==> src/rtl/ddr_wr_burst_master_if.sv <==
// Bus interface for ddr_wr_burst_master: FIFO read port plus the AXI-style
// AW / W / B channels toward the DDR controller.
// master modport = the burst master, slave modport = FIFO + controller side.
interface ddr_wr_burst_master_if #(
  parameter int DATA_WIDTH  = 128,
  parameter int ADDR_WIDTH  = 28,
  parameter int LEVEL_WIDTH = 11
);
  // FIFO read port
  logic                   fifo_rd_en;
  logic [DATA_WIDTH-1:0]  fifo_rd_data;
  logic                   fifo_rd_empty;
  logic [LEVEL_WIDTH-1:0] fifo_rd_water_level;
  // Write address channel
  logic [ADDR_WIDTH-1:0]  awaddr;
  logic [7:0]             awlen;
  logic                   awvalid;
  logic                   awready;
  // Write data channel
  logic [DATA_WIDTH-1:0]  wdata;
  logic                   wlast;
  logic                   wvalid;
  logic                   wready;
  // Write response channel
  logic [1:0]             bresp;
  logic                   bvalid;
  logic                   bready;

  modport master (
    output fifo_rd_en,
    input  fifo_rd_data, fifo_rd_empty, fifo_rd_water_level,
    output awaddr, awlen, awvalid,
    input  awready,
    output wdata, wlast, wvalid,
    input  wready,
    input  bresp, bvalid,
    output bready
  );

  modport slave (
    input  fifo_rd_en,
    output fifo_rd_data, fifo_rd_empty, fifo_rd_water_level,
    input  awaddr, awlen, awvalid,
    output awready,
    input  wdata, wlast, wvalid,
    output wready,
    output bresp, bvalid,
    input  bready
  );
endinterface

==> src/rtl/ddr_wr_burst_master.sv <==
// ddr_wr_burst_master: drains 128-bit words from the write FIFO and issues
// them as incrementing write bursts. A burst starts only once the FIFO level
// covers the whole burst. Single clock domain (rd_clk).
// Optional feature: define DDR_WR_BURST_CNT_EN to build the saturating
// completed-burst counter on burst_cnt; otherwise burst_cnt is tied to 0.
module ddr_wr_burst_master #(
  parameter int DATA_WIDTH  = 128,
  parameter int ADDR_WIDTH  = 28,
  parameter int LEVEL_WIDTH = 11,
  parameter int BURST_LEN   = 16,
  parameter int FRAME_WIDTH = 20
) (
  input  logic                   rd_clk,
  input  logic                   rd_rst,
  input  logic                   start,
  input  logic [ADDR_WIDTH-1:0]  base_addr,
  input  logic [FRAME_WIDTH-1:0] frame_beats,
  output logic                   busy,
  output logic                   done,
  output logic                   wr_err,
  output logic [15:0]            burst_cnt,
  ddr_wr_burst_master_if.master  bus
);
  localparam int BL_W  = $clog2(BURST_LEN + 1);
  localparam int CMP_W = LEVEL_WIDTH + BL_W;
  localparam int BYTES = DATA_WIDTH / 8;
  localparam logic [BL_W-1:0] ONE = BL_W'(1);

  typedef enum logic [2:0] {IDLE, WAIT_LVL, ADDR, DATA, RESP} state_t;

  state_t                 state_q, state_d;
  logic [ADDR_WIDTH-1:0]  addr_q, addr_d, awaddr_q, awaddr_d;
  logic [7:0]             awlen_q, awlen_d;
  logic                   awvalid_q, awvalid_d;
  logic                   bready_q, bready_d;
  logic [FRAME_WIDTH-1:0] remain_q, remain_d;
  logic [BL_W-1:0]        blen_q, blen_d;
  logic [BL_W-1:0]        rd_issued_q, rd_issued_d;
  logic [BL_W-1:0]        beat_q, beat_d;
  logic [DATA_WIDTH-1:0]  buf0_q, buf0_d, buf1_q, buf1_d;
  logic [1:0]             buf_cnt_q, buf_cnt_d;
  logic                   inflight_q, inflight_d;
  logic                   busy_q, busy_d, done_q, done_d, wr_err_q, wr_err_d;

  logic                   rd_en, wvalid, pop, last_beat;
  logic [1:0]             occ;
  logic [DATA_WIDTH-1:0]  head, e0, e1;

  // Beats in the next burst: min(BURST_LEN, remaining words).
  function automatic logic [BL_W-1:0] burst_size(input logic [FRAME_WIDTH-1:0] rem);
    if (rem >= FRAME_WIDTH'(BURST_LEN)) return BL_W'(BURST_LEN);
    return BL_W'(rem);
  endfunction

  // Next-state logic: FSM, 2-entry output buffer and read-issue control.
  always_comb begin
    // NOTE: every signal gets a default first so no latch is inferred.
    state_d     = state_q;
    addr_d      = addr_q;
    awaddr_d    = awaddr_q;
    awlen_d     = awlen_q;
    awvalid_d   = awvalid_q;
    bready_d    = bready_q;
    remain_d    = remain_q;
    blen_d      = blen_q;
    busy_d      = busy_q;
    done_d      = 1'b0;
    wr_err_d    = wr_err_q;

    // Occupied buffer entries plus the read whose data arrives this cycle.
    occ       = buf_cnt_q + {1'b0, inflight_q};
    rd_en     = (state_q == ADDR || state_q == DATA) && (occ < 2'd2) &&
                (rd_issued_q != blen_q) && !bus.fifo_rd_empty;
    // The word arriving from the FIFO counts as buffered so it can leave
    // in the same cycle; this is what sustains one beat per cycle.
    wvalid    = (state_q == DATA) && ((buf_cnt_q != 2'd0) || inflight_q);
    head      = (buf_cnt_q != 2'd0) ? buf0_q :
                (inflight_q ? bus.fifo_rd_data : '0);
    last_beat = (beat_q == blen_q - ONE);
    pop       = wvalid && bus.wready;

    // Ordered contents: stored entries first, then the arriving word.
    e0 = (buf_cnt_q != 2'd0) ? buf0_q : bus.fifo_rd_data;
    e1 = (buf_cnt_q == 2'd2) ? buf1_q : bus.fifo_rd_data;
    if (pop) begin
      buf0_d    = e1;
      buf1_d    = buf1_q;
      buf_cnt_d = occ - 2'd1;
    end else begin
      buf0_d    = e0;
      buf1_d    = e1;
      buf_cnt_d = occ;
    end
    inflight_d  = rd_en;
    rd_issued_d = rd_issued_q + BL_W'(rd_en);
    beat_d      = beat_q + BL_W'(pop);

    unique case (state_q)
      IDLE: begin
        if (start) begin
          wr_err_d = 1'b0;
          if (frame_beats != '0) begin
            state_d     = WAIT_LVL;
            addr_d      = base_addr;
            remain_d    = frame_beats;
            blen_d      = burst_size(frame_beats);
            busy_d      = 1'b1;
            rd_issued_d = '0;
            beat_d      = '0;
          end else begin
            done_d = 1'b1;
          end
        end
      end
      WAIT_LVL: begin
        if (CMP_W'(bus.fifo_rd_water_level) >= CMP_W'(blen_q)) begin
          state_d   = ADDR;
          awvalid_d = 1'b1;
          awaddr_d  = addr_q;
          awlen_d   = 8'(blen_q - ONE);
        end
      end
      ADDR: begin
        if (bus.awready) begin
          state_d   = DATA;
          awvalid_d = 1'b0;
        end
      end
      DATA: begin
        if (pop && last_beat) begin
          state_d  = RESP;
          bready_d = 1'b1;
        end
      end
      RESP: begin
        if (bus.bvalid) begin
          bready_d = 1'b0;
          wr_err_d = wr_err_q | (bus.bresp != 2'b00);
          remain_d = remain_q - FRAME_WIDTH'(blen_q);
          addr_d   = addr_q + ADDR_WIDTH'(blen_q) * ADDR_WIDTH'(BYTES);
          if (remain_d == '0) begin
            state_d = IDLE;
            done_d  = 1'b1;
            busy_d  = 1'b0;
          end else begin
            state_d     = WAIT_LVL;
            blen_d      = burst_size(remain_d);
            rd_issued_d = '0;
            beat_d      = '0;
          end
        end
      end
      default: state_d = IDLE;
    endcase
  end

  // State register; reset aborts any burst and discards buffered words.
  always_ff @(posedge rd_clk or posedge rd_rst) begin
    if (rd_rst) begin
      state_q     <= IDLE;
      addr_q      <= '0;
      awaddr_q    <= '0;
      awlen_q     <= '0;
      awvalid_q   <= 1'b0;
      bready_q    <= 1'b0;
      remain_q    <= '0;
      blen_q      <= '0;
      rd_issued_q <= '0;
      beat_q      <= '0;
      // NOTE: the data buffer is reset too, so no stale word survives an abort.
      buf0_q      <= '0;
      buf1_q      <= '0;
      buf_cnt_q   <= '0;
      inflight_q  <= 1'b0;
      busy_q      <= 1'b0;
      done_q      <= 1'b0;
      wr_err_q    <= 1'b0;
    end else begin
      // NOTE: non-blocking assignments so every flop samples pre-edge values.
      state_q     <= state_d;
      addr_q      <= addr_d;
      awaddr_q    <= awaddr_d;
      awlen_q     <= awlen_d;
      awvalid_q   <= awvalid_d;
      bready_q    <= bready_d;
      remain_q    <= remain_d;
      blen_q      <= blen_d;
      rd_issued_q <= rd_issued_d;
      beat_q      <= beat_d;
      buf0_q      <= buf0_d;
      buf1_q      <= buf1_d;
      buf_cnt_q   <= buf_cnt_d;
      inflight_q  <= inflight_d;
      busy_q      <= busy_d;
      done_q      <= done_d;
      wr_err_q    <= wr_err_d;
    end
  end

`ifdef DDR_WR_BURST_CNT_EN
  logic [15:0] burst_cnt_q, burst_cnt_d;
  logic        start_acc, b_hs;

  assign start_acc = (state_q == IDLE) && start;
  assign b_hs      = (state_q == RESP) && bus.bvalid;

  // Completed-burst counter: cleared by an accepted start, saturating.
  always_comb begin
    burst_cnt_d = burst_cnt_q;
    if (start_acc)                       burst_cnt_d = '0;
    else if (b_hs && burst_cnt_q != '1)  burst_cnt_d = burst_cnt_q + 16'd1;
  end

  // Counter register.
  always_ff @(posedge rd_clk or posedge rd_rst) begin
    if (rd_rst) burst_cnt_q <= '0;
    else        burst_cnt_q <= burst_cnt_d;
  end

  assign burst_cnt = burst_cnt_q;
`else
  assign burst_cnt = 16'h0000;
`endif

  assign busy           = busy_q;
  assign done           = done_q;
  assign wr_err         = wr_err_q;
  assign bus.fifo_rd_en = rd_en;
  assign bus.awaddr     = awaddr_q;
  assign bus.awlen      = awlen_q;
  assign bus.awvalid    = awvalid_q;
  assign bus.wdata      = head;
  assign bus.wvalid     = wvalid;
  assign bus.wlast      = wvalid && last_beat;
  assign bus.bready     = bready_q;
endmodule

==> src/flat_wrapper.sv <==
// flat-port wrapper written by rule: the top's interface ports become plain ports
module ddr_wr_burst_master_flat 
#(
  parameter int DATA_WIDTH  = 128,
  parameter int ADDR_WIDTH  = 28,
  parameter int LEVEL_WIDTH = 11,
  parameter int BURST_LEN   = 16,
  parameter int FRAME_WIDTH = 20
)
  (rd_clk, rd_rst, start, base_addr, frame_beats, busy, done, wr_err, burst_cnt, bus_fifo_rd_en, bus_fifo_rd_data, bus_fifo_rd_empty, bus_fifo_rd_water_level, bus_awaddr, bus_awlen, bus_awvalid, bus_awready, bus_wdata, bus_wlast, bus_wvalid, bus_wready, bus_bresp, bus_bvalid, bus_bready);
  ddr_wr_burst_master_if #(.DATA_WIDTH(DATA_WIDTH), .ADDR_WIDTH(ADDR_WIDTH), .LEVEL_WIDTH(LEVEL_WIDTH)) bus_i ();
  input  logic rd_clk;
  input  logic rd_rst;
  input  logic start;
  input  logic [ADDR_WIDTH-1:0] base_addr;
  input  logic [FRAME_WIDTH-1:0] frame_beats;
  output logic busy;
  output logic done;
  output logic wr_err;
  output logic [15:0] burst_cnt;
  output wire logic [$bits(bus_i.fifo_rd_en)-1:0] bus_fifo_rd_en;
  input wire logic [$bits(bus_i.fifo_rd_data)-1:0] bus_fifo_rd_data;
  input wire logic [$bits(bus_i.fifo_rd_empty)-1:0] bus_fifo_rd_empty;
  input wire logic [$bits(bus_i.fifo_rd_water_level)-1:0] bus_fifo_rd_water_level;
  output wire logic [$bits(bus_i.awaddr)-1:0] bus_awaddr;
  output wire logic [$bits(bus_i.awlen)-1:0] bus_awlen;
  output wire logic [$bits(bus_i.awvalid)-1:0] bus_awvalid;
  input wire logic [$bits(bus_i.awready)-1:0] bus_awready;
  output wire logic [$bits(bus_i.wdata)-1:0] bus_wdata;
  output wire logic [$bits(bus_i.wlast)-1:0] bus_wlast;
  output wire logic [$bits(bus_i.wvalid)-1:0] bus_wvalid;
  input wire logic [$bits(bus_i.wready)-1:0] bus_wready;
  input wire logic [$bits(bus_i.bresp)-1:0] bus_bresp;
  input wire logic [$bits(bus_i.bvalid)-1:0] bus_bvalid;
  output wire logic [$bits(bus_i.bready)-1:0] bus_bready;
  assign bus_fifo_rd_en = bus_i.fifo_rd_en;
  assign bus_i.fifo_rd_data = bus_fifo_rd_data;
  assign bus_i.fifo_rd_empty = bus_fifo_rd_empty;
  assign bus_i.fifo_rd_water_level = bus_fifo_rd_water_level;
  assign bus_awaddr = bus_i.awaddr;
  assign bus_awlen = bus_i.awlen;
  assign bus_awvalid = bus_i.awvalid;
  assign bus_i.awready = bus_awready;
  assign bus_wdata = bus_i.wdata;
  assign bus_wlast = bus_i.wlast;
  assign bus_wvalid = bus_i.wvalid;
  assign bus_i.wready = bus_wready;
  assign bus_i.bresp = bus_bresp;
  assign bus_i.bvalid = bus_bvalid;
  assign bus_bready = bus_i.bready;
  ddr_wr_burst_master #(.DATA_WIDTH(DATA_WIDTH), .ADDR_WIDTH(ADDR_WIDTH), .LEVEL_WIDTH(LEVEL_WIDTH), .BURST_LEN(BURST_LEN), .FRAME_WIDTH(FRAME_WIDTH)) u_core (.rd_clk(rd_clk), .rd_rst(rd_rst), .start(start), .base_addr(base_addr), .frame_beats(frame_beats), .busy(busy), .done(done), .wr_err(wr_err), .burst_cnt(burst_cnt), .bus(bus_i));
endmodule
==> config.mk <==
export PLATFORM = sky130hd
export DESIGN_NAME = ddr_wr_burst_master_flat
export DESIGN_NICKNAME = d
export VERILOG_FILES = /design/src/rtl/ddr_wr_burst_master_if.sv /design/src/rtl/ddr_wr_burst_master.sv /design/src/flat_wrapper.sv
export SDC_FILE = /design/constraint.sdc
export NUM_CORES = 1
export LEC_CHECK = 0
export CORE_ASPECT_RATIO = 1.5
export CORE_MARGIN = 2
export CORE_UTILIZATION = 40
export DETAILED_ROUTE_END_ITERATION = 16
export GPL_TIMING_DRIVEN = 1
export HOLD_SLACK_MARGIN = 0.15
export PLACE_DENSITY = 0.7
export RECOVER_POWER = 100
export SYNTH_ARGS = -nofsm -noshare
export SYNTH_HDL_FRONTEND = slang
export SYNTH_SLANG_ARGS = --single-unit
==> constraint.sdc <==
create_clock -name rd_clk -period 21.9 [get_ports rd_clk]
set_input_delay 4.38 -clock rd_clk [delete_from_list [all_inputs] [get_ports rd_clk]]
set_output_delay 4.38 -clock rd_clk [all_outputs]
set_load 0.05 [all_outputs]
After elaboration in Yosys (flattened, before gate mapping)
Cells that the tools add are included.

storage, ports and cells
  bits in registers = 366
  input port bits = 196
  output and inout bits = 188
  word-level logic and storage cells = 140

operators by class
  add/subtract/negate cells = 8
  order comparisons = 4
  equality and inequality tests = 16
  multiplexer cells = 68
  bitwise operators = 1
  reductions and logical operators = 26

operators with widths
  operator               number
  $mux W128              5
  $mux W28               3
  $mux W5                16
  $mux W20               3
  $pmux W28 S2           1
  $ge A20 B5 Y1 const B  2
  $pmux W20 S2           1
  $pmux W5 S2            3
  $add A28 B9 Y28        1
  $mux W1                23
  $logic_not A20 Y1      1
  $reduce_bool A20 Y1    1
  $sub A20 B5 Y20        1
  $mux W3                6
  $pmux W3 S5            1
  $ge A11 B5 Y1          1
  $add A5 B1 Y5          2
  $ne A2 B2 Y1 const B   5
  $pmux W1 S2            5
  $reduce_and A5 Y1      2
  $reduce_bool A2 Y1     5
  $reduce_and A3 Y1      3
  $ne A2 B1 Y1 const B   4
  $logic_and A1 B1 Y1    7
  19 further kinds       21

Logic depth before layout (Yosys ltp)
  depth after elaboration = 10
  mapped depth = 12
  gate-level depth less buffers = 10

Worst setup path before layout
OpenSTA, ideal clock, no wires.

  path kind = input to output
  start point = input port bus_fifo_rd_empty
  end point = output port bus_fifo_rd_en
  data arrival time = 5.579 ns
  required time = 17.520 ns
  setup slack = 11.941 ns
  stages on the path = 1
  path buffers = 0
  cells stage by stage = nor3_1

between the ends
  longest elaborated chain between the ends = 2

ends and longest elaborated chain
  what                 RTL line                   source
  start, declared      flat_wrapper.sv:23         input wire logic [$bits(bus_i.fifo_rd_empty)-1:0] bus_fifo_rd_empty;
  $logic_not A1 Y1     ddr_wr_burst_master.sv:73  (rd_issued_q != blen_q) && !bus.fifo_rd_empty;
  $logic_and A1 B1 Y1  ddr_wr_burst_master.sv:73
  end, declared        flat_wrapper.sv:21         output wire logic [$bits(bus_i.fifo_rd_en)-1:0] bus_fifo_rd_en;

Every way passes these cells.

==> reports/qor.csv <==
metric,value,unit
fin cells,2851,
total CTS buffers,40,
largest net degree at the start of global routing,134,
fin util,52.06,%
period utilization,55.84,%
Max transition margin,-299.1,%
Synth Flop Type,dfrtp_1,
Crit. End Element,asynchronous set/reset pin,
Setup TNS,0,ps
r2r worst-path depth,8,
r2r setup slk,13730,ps
Synth Area in Compound Gates,14.99,%
Post-Place Cell Area,0.02194,mm²
final worst slack,9672,ps
grt total ovfl,0,
first-pass GRT wire length,83550,µm
Pre-antenna DRT Iters,5,
layout cells sized above 1,10.95,%
DRT iter0 DRCs,1076,
total power,4.511,mW
Die Wd,177.1,µm
worst skew pair latency,540,ps
# IOs,384,
Worst path slowest cell,clkinvlp_2,
f_max,81.78,MHz
"commonest non-fill, non-tap cell in the layout",dfrtp_1,
Min-Delay Path Class,flop to flop,
Antenna Nets Post-Route,0,
crit-path max cell delay,3310,ps
Power per Cell Area,194.4,mW/mm²
Worst EP required,21030,ps
leakage power,9.653,nW
dpl hpwl,34150,µm
Netlist cell types,64,
Post-CTS Setup Bufs,0,
core footprint,0.04457,mm²
Cells after DPL,2776,
worst r2r dst,u_core.buf0_q[40]$_DFFE_PP0P_,
Synth Area in Adders,1.684,%
max cap viols,10,
Simple-Gate Fraction of Synth Area,17.31,%
most frequent cells in the layout,"dfrtp_1, nand2_1, nor2_1, clkdlybuf4s50_1, o21ai_0",
CP Max Fanout,133,
Synth warnings,0,
hold path depth,1,
Initial Util,40.33,%
RSZ-0062 raised after global routing,false,
DRC violations left,0,
Sequential cell area,0.009112,mm²
antenna violations before repair,8,
WS Path Type,input port to asynchronous set/reset pin,
Final Hold Viols,0,
synthesized area,0.01798,mm²
H-tree levels,2,
CTS tree,yes,
root buf cell,clkbuf_16,
status,"complete, but fails checks",
Fillers,4018,
hold bufs inserted after CTS,0,
worst slew pin tran,5954,ps
vias in the first global route,15439,
final max-slew violation count,742,
fin crit period,12230,ps
Async SR Flop Fraction,100.0,%
hold_sp,u_core.busy$_DFFE_PP0P_,
DR vias/cell,5.481,
sequential area share after synthesis,50.66,%
Layout area overhead,29.07,%
Post-synth EDFFs,0,
reg2reg start,u_core.buf_cnt_q[1]$_DFF_PP0_,
DP Worst Slack,11270,ps
Yosys reg bits,364,
crit path DAT,11360,ps
# nets final,2455,
worst hold slack,474.5,ps
critical path launch point type,input port,
Die Y,263.7,µm
PortBufs,367,
multi-input logic area,0.008184,mm²
CTS resizes,0,
Post-Layout Inst Area,0.02320,mm²
Worst Hold Path EP,u_core.busy$_DFFE_PP0P_,
VDD IR max,99.33,µV
Final setup violation count,0,
CTS Sinks,364,
failing checks,"capacitance limit, slew limit",
"Clk pin slew, worst setup/hold paths",60,ps
die area,0.04669,mm²
Post-Route WL,52810,µm
Syn Inst Count,1954,
via count,15626,
XOR/XNOR share of the synthesized area,1.218,%
crit-path cells,dlygate4sd3_1 > clkinvlp_2 > clkbuf_1,
WL per Instance,18.52,µm
Overall Global Routing Usage,22.16,%
largest family of logic cells by synthesized area,simple AND/OR/NAND/NOR gates,
Syn Area/Cell,9.201,µm²
final clock skew,14.96,ps
mux cell area share after synthesis,9.889,%
num rows,95,
Final Wtd Congestion,0.8870,
Max Root-Sink Buffers,3,
[worst max path at each step]
stage	cells after the start	endpoint	startpoint
finish	3	u_core.inflight_q$_DFF_PP0_	rd_rst
detailed placement	4	bus_wdata[13]	bus_fifo_rd_data[13]
global route	3	u_core.inflight_q$_DFF_PP0_	rd_rst
CTS	4	bus_wdata[13]	bus_fifo_rd_data[13]
floorplan	1	u_core.addr_q[0]$_DFFE_PP0P_	rd_rst
global placement	4	bus_wdata[13]	bus_fifo_rd_data[13]
[sequential cells by signal (all words and copies together), names as in the netlist]
name,count
u_core.bus.awvalid,1
u_core.buf_cnt_q,2
u_core.beat_q,5
u_core.addr_q,28
u_core.state_q,3
u_core.done,1
u_core.rd_issued_q,5
u_core.buf0_q,128
u_core.bus.awlen,6
u_core.bus.awaddr,28
u_core.remain_q,20
u_core.bus.bready,1
u_core.wr_err,1
u_core.buf1_q,128
u_core.busy,1
u_core.blen_q,5
u_core.inflight_q,1
[power breakdown]
part           internal (mW)  leakage, nW  total [mW]  switching, mW
Sequential              1.02         4.20        1.25          0.233
Clock                  0.396        0.636       0.675          0.279
Combinational          0.922         4.81        2.59           1.66
Total                   2.33         9.65        4.51           2.18
[cells in the mapped netlist, drive strengths merged, types with 3 or more instances]
cell type	number	area [µm²]
a22oi	4	30.03
o31a	5	43.79
clkbuf	132	495.5
o211ai	6	45.04
or4	8	63.81
nor2	297	1115
o31ai	7	52.55
nand2	328	1231
nand4b	5	43.79
a31oi	5	31.28
nand3	16	80.08
nand4	6	37.54
mux2	157	1768
buf	27	185.2
or3	3	23.77
a21oi	62	310.3
dfrtp	364	9109
a211oi	3	22.52
and3	8	50.05
o22ai	141	882.1
xnor2	17	148.9
a21o	5	37.54
nor4b	4	41.29
nor4	17	106.4
o21a	7	52.55
inv	21	78.83
or2	3	18.77
nor3	28	140.1
o32ai	3	33.79
a2bb2oi	6	71.32
xor2	8	70.07
ha	21	262.8
nor2b	10	62.56
o21ai	186	930.9
a21boi	4	30.03
[kinds of logic after synthesis]
logic type                 after synthesis
and+or+nand+nor                        746
AOI/OAI and AO/OA                      457
DFF                                    364
buffers and inverters                  180
muxes                                  158
xor gates and xnor gates                25
adders and majority gates               23
other                                    1
[layer usage]
metal | vias up | GRT usage (%) | share of wire (%)
li1 | 7331 | - | -
met1 | 7666 | 27.03 | 40
met4 | 4 | 8.979 | 3.7
met5 | - | 0 | 0.051
met3 | 115 | 4.692 | 6.7
met2 | 510 | 37.85 | 50
[layout make-up]
class | instances | area share [%]
Timing Repair Buffer | 384 | 16.27
Multi-Input combinational cell | 1425 | 35.27
Tap cell | 582 | 3.138
Sequential cell | 364 | 39.27
Clock buffer | 52 | 4.810
Antenna cell | 5 | 0.05392
Clock inverter | 18 | 0.8465
Inverter | 21 | 0.3451
[critical path: cells and delay by family]
family	cells	cell delay (ps)
buffers and inverters	3	6880
(Power assumes the default switching activity.)
